<file path="src/rtl/readout_rx_state_decision_bin_counter.sv">
// Readout RX state-decision bin counter: counts valid samples up/down against a signed
// threshold from a midpoint and strobes the final count after NUM_SAMPLES accepted samples.
module readout_rx_state_decision_bin_counter #(
    parameter int                               SAMPLE_WIDTH      = 16,
    parameter logic signed [SAMPLE_WIDTH-1:0]   SAMPLE_THRESHOLD  = '0,
    parameter int                               BIN_COUNTER_WIDTH = 16,
    parameter int                               NUM_SAMPLES       = 1024,
    parameter int                               SAMPLE_CNT_WIDTH  = 16
) (
    input  logic                         clk,
    input  logic                         rst,
    input  logic                         start_in,
    input  logic                         valid_sample_in,
    input  logic [SAMPLE_WIDTH-1:0]      sample_in,
    output logic                         busy_out,
    output logic [BIN_COUNTER_WIDTH-1:0] bin_count_out,
    output logic                         finish_count_out
);

    typedef enum logic [1:0] {
        IDLE   = 2'd0,
        COUNT  = 2'd1,
        FINISH = 2'd2
    } state_t;

    localparam logic [BIN_COUNTER_WIDTH-1:0] MIDPOINT   = {1'b1, {(BIN_COUNTER_WIDTH-1){1'b0}}};
    localparam logic [SAMPLE_CNT_WIDTH-1:0]  LAST_INDEX = SAMPLE_CNT_WIDTH'(NUM_SAMPLES - 1);

    state_t                         r_state;
    logic [BIN_COUNTER_WIDTH-1:0]   r_bin;
    logic [SAMPLE_CNT_WIDTH-1:0]    r_cnt;
    logic                           r_busy;
    logic                           r_finish;

    state_t                         w_state_nxt;
    logic [BIN_COUNTER_WIDTH-1:0]   w_bin_nxt;
    logic [SAMPLE_CNT_WIDTH-1:0]    w_cnt_nxt;
    logic                           w_up;

    assign w_up = $signed(sample_in) >= SAMPLE_THRESHOLD;

    always_comb begin
        w_state_nxt = r_state;
        w_bin_nxt   = r_bin;
        w_cnt_nxt   = r_cnt;
        case (r_state)
            IDLE: begin
                // A sample arriving together with start_in is deliberately not counted.
                if (start_in) begin
                    w_state_nxt = COUNT;
                    w_bin_nxt   = MIDPOINT;
                    w_cnt_nxt   = '0;
                end
            end
            COUNT: begin
                if (valid_sample_in) begin
                    if (w_up) begin
                        if (r_bin != '1) w_bin_nxt = r_bin + 1'b1;
                    end else begin
                        if (r_bin != '0) w_bin_nxt = r_bin - 1'b1;
                    end
                    w_cnt_nxt = r_cnt + 1'b1;
                    if (r_cnt == LAST_INDEX) w_state_nxt = FINISH;
                end
            end
            FINISH: begin
                w_state_nxt = IDLE;
            end
            default: begin
                w_state_nxt = IDLE;
            end
        endcase
    end

    always_ff @(posedge clk) begin
        if (rst) begin
            r_state  <= IDLE;
            r_bin    <= MIDPOINT;
            r_cnt    <= '0;
            r_busy   <= 1'b0;
            r_finish <= 1'b0;
        end else begin
            r_state  <= w_state_nxt;
            r_bin    <= w_bin_nxt;
            r_cnt    <= w_cnt_nxt;
            r_busy   <= (w_state_nxt != IDLE);
            r_finish <= (w_state_nxt == FINISH);
        end
    end

    assign busy_out         = r_busy;
    assign bin_count_out    = r_bin;
    assign finish_count_out = r_finish;

endmodule
</file>
<file path="config.mk">
export PLATFORM = sky130hd
export DESIGN_NAME = readout_rx_state_decision_bin_counter
export DESIGN_NICKNAME = d
export VERILOG_FILES = /design/src/rtl/readout_rx_state_decision_bin_counter.sv
export SDC_FILE = /design/constraint.sdc
export NUM_CORES = 1
export LEC_CHECK = 0
export BUFFER_PORTS_ARGS = -buffer_cell sky130_fd_sc_hd__buf_2
export CELL_PAD_IN_SITES_DETAIL_PLACEMENT = 0
export CELL_PAD_IN_SITES_GLOBAL_PLACEMENT = 2
export CORE_UTILIZATION = 25
export DETAILED_ROUTE_END_ITERATION = 7
export HOLD_SLACK_MARGIN = 0.1
export PLACE_DENSITY_LB_ADDON = 0.1
export REMOVE_ABC_BUFFERS = 1
export SYNTH_ARGS = -nofsm -noshare
export SYNTH_HDL_FRONTEND = slang
export SYNTH_SLANG_ARGS = --single-unit
</file>
<file path="constraint.sdc">
create_clock -name clk -period 2.6 [get_ports clk]
set_input_delay 0.13 -clock clk [delete_from_list [all_inputs] [get_ports clk]]
set_output_delay 0.13 -clock clk [all_outputs]
set_load 0.03 [all_outputs]
</file>
### Word-level counts from Yosys, hierarchy flattened

Index checks and enable logic that the tools add are counted.

* bits in writable memories: 0
* bits in latches: 0
* ROM bits: 0
* bits of input ports: 20
* word-level logic and storage cells: 36
* memories: 0
* register bits after elaboration: 36

* $add $sub $neg: 3
* equality and inequality tests: 8
* bitwise logic cells: 0
* reductions and logical operators: 6
* $lt $le $gt $ge: 1
* shift-type cells: 0
* $mul: 0
* divide/modulo/power cells: 0
* muxes and demuxes: 13

Operator list (count)
* 2-to-1 mux 16 bit: 7
* one-hot mux 16 bit (2 select lines): 2
* adder 16 x 1 -> 16 bit (second input constant): 2
* == test 16 x 10 -> 1 bit (second input constant): 1
* >= comparator 16 x 1 -> 1 bit (second input constant): 1
* inequality test 16 bit (second input constant): 1
* nonzero test 16 bit: 1
* subtractor 16 x 1 -> 16 bit (second input constant): 1
* 2-to-1 mux 2 bit: 3
* inequality test 3 bit (second input constant): 2
* AND reduction 5 bit: 1
* inequality test 2 bit (second input constant): 2
* one-hot mux 2 bit (2 select lines): 1
* nonzero test 2 bit: 2
* AND reduction 3 bit: 1
* == test 2 x 1 -> 1 bit (second input constant): 1
* == test 2 bit (second input constant): 1
* zero test 2 bit: 1

### Logic depth before layout (Yosys ltp)

* depth in word-level cells: 5
* depth in mapped cells: 10
* depth with buffers taken out: 8

### Least setup slack after synthesis

Ideal clock, no wire load.

* path kind: reg-to-reg
* start: register r_bin[1], in the netlist bin_count_out[1]
* end: register r_bin[12], in the netlist bin_count_out[12]
* slack: 356 ps
* path buffers: 1
* data arrival time: 2116 ps
* stages on the path, launching flop included: 9
* period minus slack after synthesis: 2244 ps
* library setup time: 128 ps
* cells stage by stage: dfxtp_1 -> buf_2 -> xor2_1 -> ha_1 -> or3b_2 -> or3_1 -> o21ai_1 -> o211a_1 -> nor3_1

* longest elaborated chain between the ends: 5
* elaborated cells on any way between the ends: 12
* classes of those cells: add/sub (2); eq/ne (3); mux (5); reduce/logical (2)

RTL lines
* start, declared: RTL line 30 `logic [BIN_COUNTER_WIDTH-1:0] r_bin;`
* start signal, assigned: RTL line 84 `r_bin <= w_bin_nxt;`
* subtractor 16 x 1 -> 16 bit / adder 16 x 1 -> 16 bit (equally long branches): RTL line 60, 58
* 2-to-1 mux 16 bit (on tied branches): RTL line 60, 58
* 2-to-1 mux 16 bit: RTL line 57 `if (w_up) begin`
* 2-to-1 mux 16 bit: RTL line 56 `if (valid_sample_in) begin`
* one-hot mux 16 bit (2 select lines): RTL line 46 `case (r_state)`

Parallel ways exist; a longest one is shown, timed or not. The select of a mux whose other input is x is not followed.
A chain may end at the register's enable or synchronous reset.

### Worst setup path in the final report

* start: register r_bin[3], in the netlist bin_count_out[3]
* end: register r_bin[15], in the netlist bin_count_out[15]

Same word-level chain as after synthesis.

==> results_dict.tcl <==
set metrics [dict create \
    path_clk_slew_ns 0.08 \
    vias 2072 \
    die_h_um 96.3 \
    hold_viol 0 \
    yosysWarningCount 0 \
    core_area_sq_mm 0.00868 \
    vias_per_cell 5.05 \
    reg2reg_from "bin_count_out[3]" \
    pin_count 38 \
    root_buffer "clkbuf_8" \
    rows 34 \
    placed_cells 402 \
    syn_avg_cell_area_sq_um 7.99 \
    p_leak_nw 1.07 \
    status "complete, no violations" \
    synth_top_family_by_area "simple AND/OR/NAND/NOR gates" \
    antenna_found_initial 0 \
    r2r_end "bin_count_out[15]" \
    synthTopCellsByCount "dfxtp_1, nor2_1, nand2_1, a21oi_1, nand3_1" \
    hpwl_um 4900 \
    ant_nets 0 \
    ys_async_sr_fraction_pct 0 \
    gp_congestion 0.751 \
    wl_per_cell_um 15.9 \
    synth_edf_count 0 \
    critPathLaunch "bin_count_out[3]" \
    drt_wl_total_um 6530 \
    muxShareOfSynthArea_pct 0.957 \
    cts_tree "done" \
    period_minus_slack_ns 2.20 \
    cts_hold_buffers 0 \
    worstSetupPathType "register to register" \
    grt_first_pass_wirelength_um 10200 \
    initial_core_util_pct 25.6 \
    period_share_pct 84.6 \
    tns_ns 0 \
    syn2layout_area_growth_pct 16.2 \
    slew_viol_final 0 \
    clock_path_buffers 2 \
    nets 324 \
    cts_resized 0 \
    h-tree-depth 2 \
    grt_util_met2_pct 20.8 \
    synth-main-ff-cell "dfxtp_1" \
    synth_cells 278 \
    insertion_delay_ns 0.28 \
    numCtsBuffers 5 \
    final_util_pct 29.7 \
    portBuffers 22 \
    worstSetupStartpointType "register" \
    reg2reg_depth 6 \
    cp-end-kind "register" \
    max_freq_ghz 0.455 \
    maxCapViolCount 0 \
    drt_iter0_markers 74 \
    num-fill-cells 955 \
    ys_types 60 \
    finalClockSkew_ns 0.00390 \
    cp_max_fo 12 \
    synth_area_leaders "dfxtp_1, nor2_1, nand2_1" \
    dieArea_sq_mm 0.00927 \
    grt_pass1_vias 1866 \
    setup_viol 0 \
    worst_slew_pin_slew_ns 0.624 \
    drcViolationCount 0 \
    synth-seq-cells 36 \
    finalWorstSetupSlack_ns 0.402 \
    holdWs_ns 0.150 \
    cp.required_ns 2.78 \
    grtUsageMet3_pct 2.69 \
    cts_setup_buffers 0 \
    yosysTopAreaCellShare_pct 32.4 \
    powerDensity_mw_per_mm2 524 \
    post_synth_and_or_nand_nor_area_fraction_pct 34.7 \
    synthAdderAreaFrac_pct 1.69 \
    syn_area_sq_mm 0.00222 \
    grt-ovfl-total 0 \
    drt_first_pass_iters 4 \
    grt_use_total_pct 14.7 \
    synth_xor_area_share_pct 6.31 \
    arrival_ns 2.38 \
    grt_max_degree 18 \
    rsz0062_at_grt "no" \
    hp-class "input port to register" \
    grtUsageMet1_pct 22.5 \
    r2r_slack_ns 0.40 \
    drive_gt1_share_pct 18.2 \
    peakVddDrop_v 0.000223 \
    relSlewSlack_pct 57.8 \
    yosysSeqAreaShare_pct 32.4 \
    busiest_layer "met1" \
    synth-compound-area-share_pct 19.8 \
    diodes 0 \
    die_x_um 96.3 \
    cts_sinks 36 \
    critPathCapture "bin_count_out[15]" \
    synth_area_leader_cell "dfxtp_1" \
    dp_slack_ns 0.400 \
    instances_no_fill 410 \
]
-- flip-flops by register name (all words and copies together), names as in the netlist --
name and flops:
r_state 2, finish_count_out 1, bin_count_out 16, r_cnt 16
busy_out 1
-- logic make-up (layout without fill, tap and decap cells) --
family	count (synthesis)	in the layout
AO/OA/AOI/OAI	59	59
flip-flops	36	36
adder cells (fa/ha/maj)	3	3
multiplexers	2	2
XOR/XNOR	16	16
AND/OR/NAND/NOR	141	141
buffers and inverters	21	45
-- per-layer routing --
| layer | vias up | wire (um) |
|---|---|---|
| li1 | 1065 | - |
| met1 | 969 | 3620 |
| met2 | 31 | 2620 |
| met3 | 7 | 218 |
| met4 | 0 | 65 |
| met5 | - | 0 |
-- critical path, cell delays in order, from the launching register on --
cell	delay, ns
dfxtp_1	0.59
nor3_2	0.15
and4_1	0.25
a22o_4	0.28
o22ai_4	0.32
nand4_1	0.14
a221o_1	0.36
-- how the worst min path moves through the flow --
| stage | start | end | slack [ns] | cells past startpoint |
|---|---|---|---|---|
| after CTS | start_in | busy_out | 0.15 | 3 |
| after floorplan | rst | bin_count_out[11] | 0.20 | 1 |
| after detailed placement | start_in | busy_out | 0.46 | 3 |
| final | start_in | busy_out | 0.15 | 3 |
| after global routing | start_in | busy_out | 0.16 | 3 |
| after global placement | start_in | busy_out | 0.44 | 3 |
-- area by class of cell --
type / count / area (sq um) / area share, %
Inverter: 4 / 15.0 / 0.582
Timing Repair Buffer: 33 / 193 / 7.46
Tap cell: 108 / 135 / 5.24
Sequential cell: 36 / 721 / 27.9
Multi-Input combinational cell: 221 / 1410 / 54.6
Clock inverter: 2 / 35.0 / 1.36
Clock buffer: 6 / 72.6 / 2.81
-- metrics by stage --
step                      total power (W)  instance area (sq um)
after CTS                         0.00138                   2580
after detailed placement         0.000865                   2470
after floorplan                  0.000771                   2150
after global routing              0.00142                   2580
final                             0.00135                   2580
after global placement           0.000869                   2470
-- report_power, final --
| part | internal (W) | total, W | switching [W] |
|---|---|---|---|
| Clock | 0.000285 | 0.000503 | 0.000218 |
| Combinational | 0.0000897 | 0.000255 | 0.000165 |
| Sequential | 0.000566 | 0.000595 | 0.0000294 |
-- cell usage in the layout, fill, tap and decap left out, types with 2 or more instances in the layout --
| cell | Yosys | final |
|---|---|---|
| o211a_1 | 6 | 6 |
| inv_1 | 4 | 4 |
| nor2b_1 | 3 | 3 |
| nand4b_1 | 2 | 2 |
| nand4_1 | 9 | 9 |
| nor3_1 | 14 | 14 |
| clkbuf_8 | 0 | 5 |
| buf_2 | 7 | 22 |
| nand3_1 | 17 | 17 |
| and4_1 | 3 | 3 |
| a21o_1 | 2 | 2 |
| nand4_2 | 2 | 2 |
| nand2_1 | 26 | 26 |
| a31oi_1 | 5 | 5 |
| nand2b_1 | 2 | 2 |
| xnor2_1 | 5 | 5 |
| a21oi_1 | 17 | 17 |
| xor2_1 | 11 | 11 |
| nor4b_1 | 2 | 2 |
| dfxtp_1 | 36 | 36 |
| buf_4 | 1 | 11 |
| nor2_1 | 36 | 36 |
| a211oi_1 | 2 | 2 |
| or3_1 | 4 | 4 |
| o31ai_1 | 2 | 2 |
| and3_1 | 6 | 6 |
| a311oi_1 | 2 | 2 |
| o21ai_0 | 6 | 6 |
| o21ai_1 | 2 | 2 |
| ha_1 | 3 | 3 |
| nand3b_1 | 3 | 3 |
| o41ai_1 | 2 | 2 |
No activity file was read; power rests on OpenSTA's default activity.
